### config.mk
export PLATFORM = sky130hd
export DESIGN_NAME = rf_multiport
export DESIGN_NICKNAME = d
export VERILOG_FILES = /design/src/rtl/rf_pkg.sv /design/src/rtl/rf_scoreboard.sv /design/src/rtl/rf_multiport.sv
export SDC_FILE = /design/constraint.sdc
export NUM_CORES = 2
export LEC_CHECK = 0
export CAP_MARGIN = 15
export CORE_MARGIN = 3
export CORE_UTILIZATION = 60
export DETAILED_ROUTE_END_ITERATION = 10
export HOLD_SLACK_MARGIN = 0.12
export PLACE_DENSITY = 0.78
export SKIP_CTS_REPAIR_TIMING = 1
export SLEW_MARGIN = 20
export SYNTH_ARGS = -nofsm -noshare
export SYNTH_HDL_FRONTEND = slang
export SYNTH_HIERARCHICAL = 1
export SYNTH_SLANG_ARGS = --single-unit
### constraint.sdc
create_clock -name clk -period 3.8 [get_ports clk]
set_input_delay 0.76 -clock clk [delete_from_list [all_inputs] [get_ports clk]]
set_output_delay 0.76 -clock clk [all_outputs]
set_load 0.1 [all_outputs]
### src/rtl/rf_pkg.sv
// Shared constants and helpers for the multi-port register file and its users.
`timescale 1ns/1ps
package rf_pkg;

  // Reset-content selectors for INIT_MODE.
  localparam int INIT_ZERO  = 0;
  localparam int INIT_INDEX = 1;

  // Default geometry, shared with the decode stage.
  localparam int RF_DW    = 32;
  localparam int RF_DEPTH = 32;

  // Ceiling log2, usable in parameter expressions.
  function automatic int rf_clog2(input int value);
    int result;
    result = 0;
    for (int i = 0; i < 31; i++) begin
      if ((1 << i) < value) result = i + 1;
    end
    return result;
  endfunction

endpackage

### src/rtl/rf_scoreboard.sv
// Per-register busy scoreboard: an issue marks the destination busy, a writeback clears it.
// A same-edge issue and writeback to one register leaves it busy, since the new producer
// is still outstanding.
`timescale 1ns/1ps
module rf_scoreboard
  import rf_pkg::*;
#(
  parameter int DEPTH    = RF_DEPTH,
  parameter int NW       = 1,
  parameter int ZERO_REG = 1,
  localparam int AW      = rf_clog2(DEPTH)
) (
  input  logic             clk,
  input  logic             rst_n,
  input  logic [NW-1:0]    wr_en,
  input  logic [NW*AW-1:0] wr_addr,
  input  logic             iss_en,
  input  logic [AW-1:0]    iss_addr,
  output logic [DEPTH-1:0] busy_vec
);

  generate
    for (genvar gi = 0; gi < DEPTH; gi++) begin : g_busy
      logic busy_reg;
      logic busy_next;

      // Clear on any writeback, then let an issue on the same edge override it.
      always_comb begin
        busy_next = busy_reg;
        for (int p = 0; p < NW; p++) begin
          if (wr_en[p] && (wr_addr[p*AW +: AW] == AW'(gi))) busy_next = 1'b0;
        end
        if (iss_en && (iss_addr == AW'(gi))) busy_next = 1'b1;
        if ((ZERO_REG != 0) && (gi == 0)) busy_next = 1'b0;
      end

      // Busy bit state register.
      always_ff @(posedge clk or negedge rst_n) begin
        if (!rst_n) busy_reg <= 1'b0;
        else        busy_reg <= busy_next;
      end

      assign busy_vec[gi] = busy_reg;
    end
  endgenerate

endmodule

### src/rtl/rf_multiport.sv
// Multi-port register file: combinational reads with optional write-to-read forwarding,
// prioritised multi-port writes, busy scoreboard and a sticky write-collision flag.
`timescale 1ns/1ps
module rf_multiport
  import rf_pkg::*;
#(
  parameter int DW        = RF_DW,
  parameter int DEPTH     = RF_DEPTH,
  parameter int NR        = 2,
  parameter int NW        = 1,
  parameter int BYPASS    = 1,
  parameter int ZERO_REG  = 1,
  parameter int INIT_MODE = INIT_INDEX,
  localparam int AW       = rf_clog2(DEPTH)
) (
  input  logic             clk,
  input  logic             rst_n,
  input  logic [NR*AW-1:0] rd_addr,
  output logic [NR*DW-1:0] rd_data,
  output logic [NR-1:0]    rd_busy,
  input  logic [NW-1:0]    wr_en,
  input  logic [NW*AW-1:0] wr_addr,
  input  logic [NW*DW-1:0] wr_data,
  input  logic             iss_en,
  input  logic [AW-1:0]    iss_addr,
  output logic [DEPTH-1:0] busy_vec,
  output logic             wr_clash
);

  logic [DW-1:0] reg_q [DEPTH];
  logic          clash_now;
  logic          clash_reg;

  rf_scoreboard #(
    .DEPTH    (DEPTH),
    .NW       (NW),
    .ZERO_REG (ZERO_REG)
  ) u_scoreboard (
    .clk      (clk),
    .rst_n    (rst_n),
    .wr_en    (wr_en),
    .wr_addr  (wr_addr),
    .iss_en   (iss_en),
    .iss_addr (iss_addr),
    .busy_vec (busy_vec)
  );

  generate
    for (genvar gi = 0; gi < DEPTH; gi++) begin : g_reg
      localparam logic [DW-1:0] INIT_VAL = (INIT_MODE == INIT_INDEX) ? DW'(gi) : '0;
      localparam bit WRITABLE = !((ZERO_REG != 0) && (gi == 0));
      logic [DW-1:0] val_reg;
      logic [DW-1:0] val_next;

      // Write-priority mux: later (higher-index) ports override earlier ones.
      always_comb begin
        val_next = val_reg;
        for (int p = 0; p < NW; p++) begin
          if (wr_en[p] && (wr_addr[p*AW +: AW] == AW'(gi))) val_next = wr_data[p*DW +: DW];
        end
      end

      // Register storage; the hardwired zero register never takes a write.
      always_ff @(posedge clk or negedge rst_n) begin
        if (!rst_n)        val_reg <= INIT_VAL;
        else if (WRITABLE) val_reg <= val_next;
      end

      assign reg_q[gi] = val_reg;
    end

    for (genvar gi = 0; gi < NR; gi++) begin : g_rd
      logic [AW-1:0] addr;
      logic [DW-1:0] data_mux;
      logic          busy_mux;

      assign addr = rd_addr[gi*AW +: AW];

      // Read mux with forwarding; a forwarded value is never reported busy.
      // Forwarding is suppressed during reset so reads show the reset contents.
      always_comb begin
        data_mux = reg_q[addr];
        busy_mux = busy_vec[addr];
        if ((BYPASS != 0) && rst_n) begin
          for (int p = 0; p < NW; p++) begin
            if (wr_en[p] && (wr_addr[p*AW +: AW] == addr)) begin
              data_mux = wr_data[p*DW +: DW];
              busy_mux = 1'b0;
            end
          end
        end
        if ((ZERO_REG != 0) && (addr == '0)) begin
          data_mux = '0;
          busy_mux = 1'b0;
        end
      end

      assign rd_data[gi*DW +: DW] = data_mux;
      assign rd_busy[gi]          = busy_mux;
    end
  endgenerate

  // Detect any pair of enabled write ports targeting the same register this cycle.
  always_comb begin
    clash_now = 1'b0;
    for (int p = 0; p < NW; p++) begin
      for (int q = p + 1; q < NW; q++) begin
        if (wr_en[p] && wr_en[q] && (wr_addr[p*AW +: AW] == wr_addr[q*AW +: AW]))
          clash_now = 1'b1;
      end
    end
  end

  // Sticky collision flag, cleared only by reset.
  always_ff @(posedge clk or negedge rst_n) begin
    if (!rst_n)         clash_reg <= 1'b0;
    else if (clash_now) clash_reg <= 1'b1;
  end

  assign wr_clash = clash_reg;

endmodule

==> summary.md <==
| Metric | Value |
|---|---|
| Share of layout cells above drive strength 1 | `54.4%` |
| Final cell count without fillers | `5421` |
| Power density over the cells | `531 nW/um^2` |
| Antenna Cells | `0` |
| Die H | `312 um` |
| GRT Total Usage | `37.1%` |
| Number of global-route vias before repair | `40900` |
| Final Setup Violations | `2` |
| Dpl hpwl | `112 mm` |
| Initial DRC count | `4596` |
| Worst Setup End Kind | `output port` |
| Max_slew headroom | `26.3%` |
| Worst slew pin tran | `1.11 ns` |
| GRT overflow | `0` |
| Clock Skew | `0 ns` |
| Flops & latches, synth | `1023` |
| Synth top area share | `42.1%` |
| Detail Route Antenna Nets | `0` |
| Via count | `39400` |
| CP Class | `in -> out` |
| CP Launch Type | `input pin` |
| Global-route wire length before repair | `269 mm` |
| Port buffer count | `152` |
| Skew-Pair Late Insertion Delay | `0.67 ns` |
| Root cell of the clock tree | `clkbuf_16` |
| Violated checks | `negative setup slack` |
| Synth cell types | `55` |
| CTS Buf Count | `107` |
| Row cnt | `111` |
| Final nets | `4141` |
| Initial antenna violation count | `2` |
| Core area | `92200 sq um` |
| CTS tree | `built` |
| Worst path arrival time | `3.05 ns` |
| Top_reg_cell synth | `dfrtp_1` |
| Post-placement cell count | `5211` |
| Yosys warns | `70` |
| Unrepaired setup endpoints after global routing | `false` |
| CP required | `3.04 ns` |
| Pin count of the biggest net entering global routing | `189` |
| Clk pin slew, worst setup/hold paths | `0.05 ns` |
| Vias per cell | `7.27` |
| Syn Area/Cell | `14.3 sq um` |
| CTS H-tree depth | `3` |
| EDFF count, synth | `0` |
| Synthesized net count | `3969` |
| Synth Cell Area | `56100 sq um` |
| Die width | `312 um` |
| Clk buf depth | `3` |
| Wire per inst | `33.5 um` |
| Final worst setup slack | `-0.0146 ns` |
| Static leakage | `28.4 nW` |
| Max cap viols | `0` |
| Peak VDD IR | `0.000472 V` |
| Syn Inst Count | `3913` |
| Layout fillers | `5903` |
| Final worst-path cycle share | `100%` |
| Max Slew Vio Count | `0` |
| Seq/Total Area, Yosys | `45.8%` |
| Worst Path Max Fanout | `18` |
| Gpl congestion | `0.877` |
| Worst hold path type | `in -> async` |
| DRT Pass-1 Iters | `7` |
| Status | `complete, but fails checks` |
| Highest clock rate | `262 MHz` |
| Fin Hold WS | `0.188 ns` |
| R2R Setup Slk | `2.97 ns` |
| Largest area contributor in the netlist | `dfrtp_1` |
| Hold Vio Cnt, Final | `0` |
| Top post-synthesis cells by area | `dfrtp_1, mux2_2, mux4_2, dfstp_2, mux2i_1` |
| Die Footprint | `97200 sq um` |
| Initial Utilization | `60.8%` |
| Clock sinks | `1023` |
| Final Critical Period | `3.81 ns` |
| Max reg flops | `992` |
| Asr flop ratio synth | `100%` |
| I/O pins | `155` |
| Synthesis-to-finish area growth | `17.4%` |
| WL final | `181 mm` |
| Drc violations | `0` |
[layout by cell type (no fill, tap or decap), types with 37 or more instances in the layout]
master           count
a211o_1             37
a211oi_1            52
a221oi_1            94
a22oi_1             51
buf_12             155
buf_4              274
clkbuf_1            37
clkbuf_16          112
clkdlybuf4s50_1     70
dfrtp_1            943
dfstp_2             80
mux2_2            1085
mux2i_1            113
mux4_2             418
nand2_1             81
nor2b_1             58
nor3_1              37
o21ai_0             50
[where the power goes]
group / total [W] / switching, W / internal, W
combinational: 0.00929 / 0.00449 / 0.00480
clock: 0.0108 / 0.00450 / 0.00635
sequential: 0.0148 / 0.00167 / 0.0132
total: 0.0350 / 0.0107 / 0.0243
[critical path, stage by stage]
cell      delay [ns]
buf_6           0.21
buf_12          0.21
and2_1          0.35
buf_4           0.28
a221oi_2        0.12
o31ai_1         0.55
o211ai_1        0.17
o211a_1         0.19
buf_12          0.18
[final timing paths]
path | cells after the start | startpoint | to
max in group asynchronous | 3 | rst_n | g_reg[25].val_reg[17]
worst min register to register | 1 | g_reg[24].val_reg[1] | g_reg[24].val_reg[1]
worst min-delay path | 2 | rst_n | g_reg[31].val_reg[23]
min in group clk | 1 | g_reg[24].val_reg[1] | g_reg[24].val_reg[1]
worst max-delay path | 9 | rd_addr[6] | rd_data[35]
worst max register to register | 1 | g_reg[20].val_reg[14] | g_reg[20].val_reg[14]
[per-stage QoR]
stage	power, W	TNS (ns)	cell area (sq um)	worst slack (ns)	util [%]
CTS	0.0349	-21.08	65700	-0.659	71.2
detailed placement	0.0241	-20.51	62000	-0.647	67.2
finish	0.0350	-0.0280	65900	-0.0146	71.4
floorplan	0.0212	0	56400	0.00520	-
global placement	0.0237	-21.96	62000	-0.724	67.2
global route	0.0362	0	65900	0.00281	71.4
[cell type report]
| class | instances | area [sq um] | area share (%) |
|---|---|---|---|
| inverters | 4 | 15.0 | 0.0228 |
| clock buffers | 177 | 3320 | 5.03 |
| well taps | 1243 | 1560 | 2.36 |
| flip-flops and latches | 1023 | 25700 | 39.0 |
| multi-input cells | 2429 | 28800 | 43.7 |
| repair buffers | 520 | 6170 | 9.37 |
| clock inverters | 25 | 333 | 0.505 |
[kinds of logic (layout without fill, tap and decap cells)]
family	Yosys count	in the layout	share of synthesized area, %
muxes	1627	1627	40.8
DFF	1023	1023	45.8
AOI/OAI and AO/OA	476	476	6.37
buffers and inverters	461	726	3.97
and+or+nand+nor	314	314	2.89
xor gates and xnor gates	10	10	0.156
other	2	2	0.0134
[metal layers]
layer,share of wire [%],up-vias,track usage (%)
li1,-,15500,-
met1,38,20700,50.8
met2,45,2506,55.8
met3,12,654,9.70
met4,5.7,4,18.0
met5,0.014,-,0
[synth_stat cells (4+ instances only)]
| cell type | number |
|---|---|
| dfstp_2 | 80 |
| nand3_1 | 31 |
| mux2_1 | 11 |
| nor2b_1 | 64 |
| a211oi_1 | 52 |
| nor3_1 | 40 |
| dfrtp_1 | 943 |
| nand4_1 | 5 |
| buf_6 | 15 |
| o21ai_0 | 50 |
| or2_2 | 10 |
| a21oi_1 | 37 |
| nand2_1 | 93 |
| buf_2 | 86 |
| mux2i_1 | 113 |
| or3_1 | 6 |
| a22o_1 | 18 |
| buf_4 | 70 |
| o211a_1 | 26 |
| nor2_1 | 26 |
| o31ai_1 | 7 |
| a22oi_1 | 51 |
| mux2_2 | 1085 |
| o211ai_1 | 11 |
| nand2b_1 | 17 |
| nand4b_1 | 6 |
| o21ai_1 | 19 |
| a31oi_1 | 4 |
| o22ai_1 | 35 |
| a221o_1 | 11 |
| a211o_1 | 37 |
| mux4_2 | 418 |
| a221oi_1 | 96 |
| xnor2_1 | 7 |
| buf_1 | 52 |
| o41ai_1 | 15 |
| clkbuf_1 | 233 |
Power figures use the tool's default switching activity.
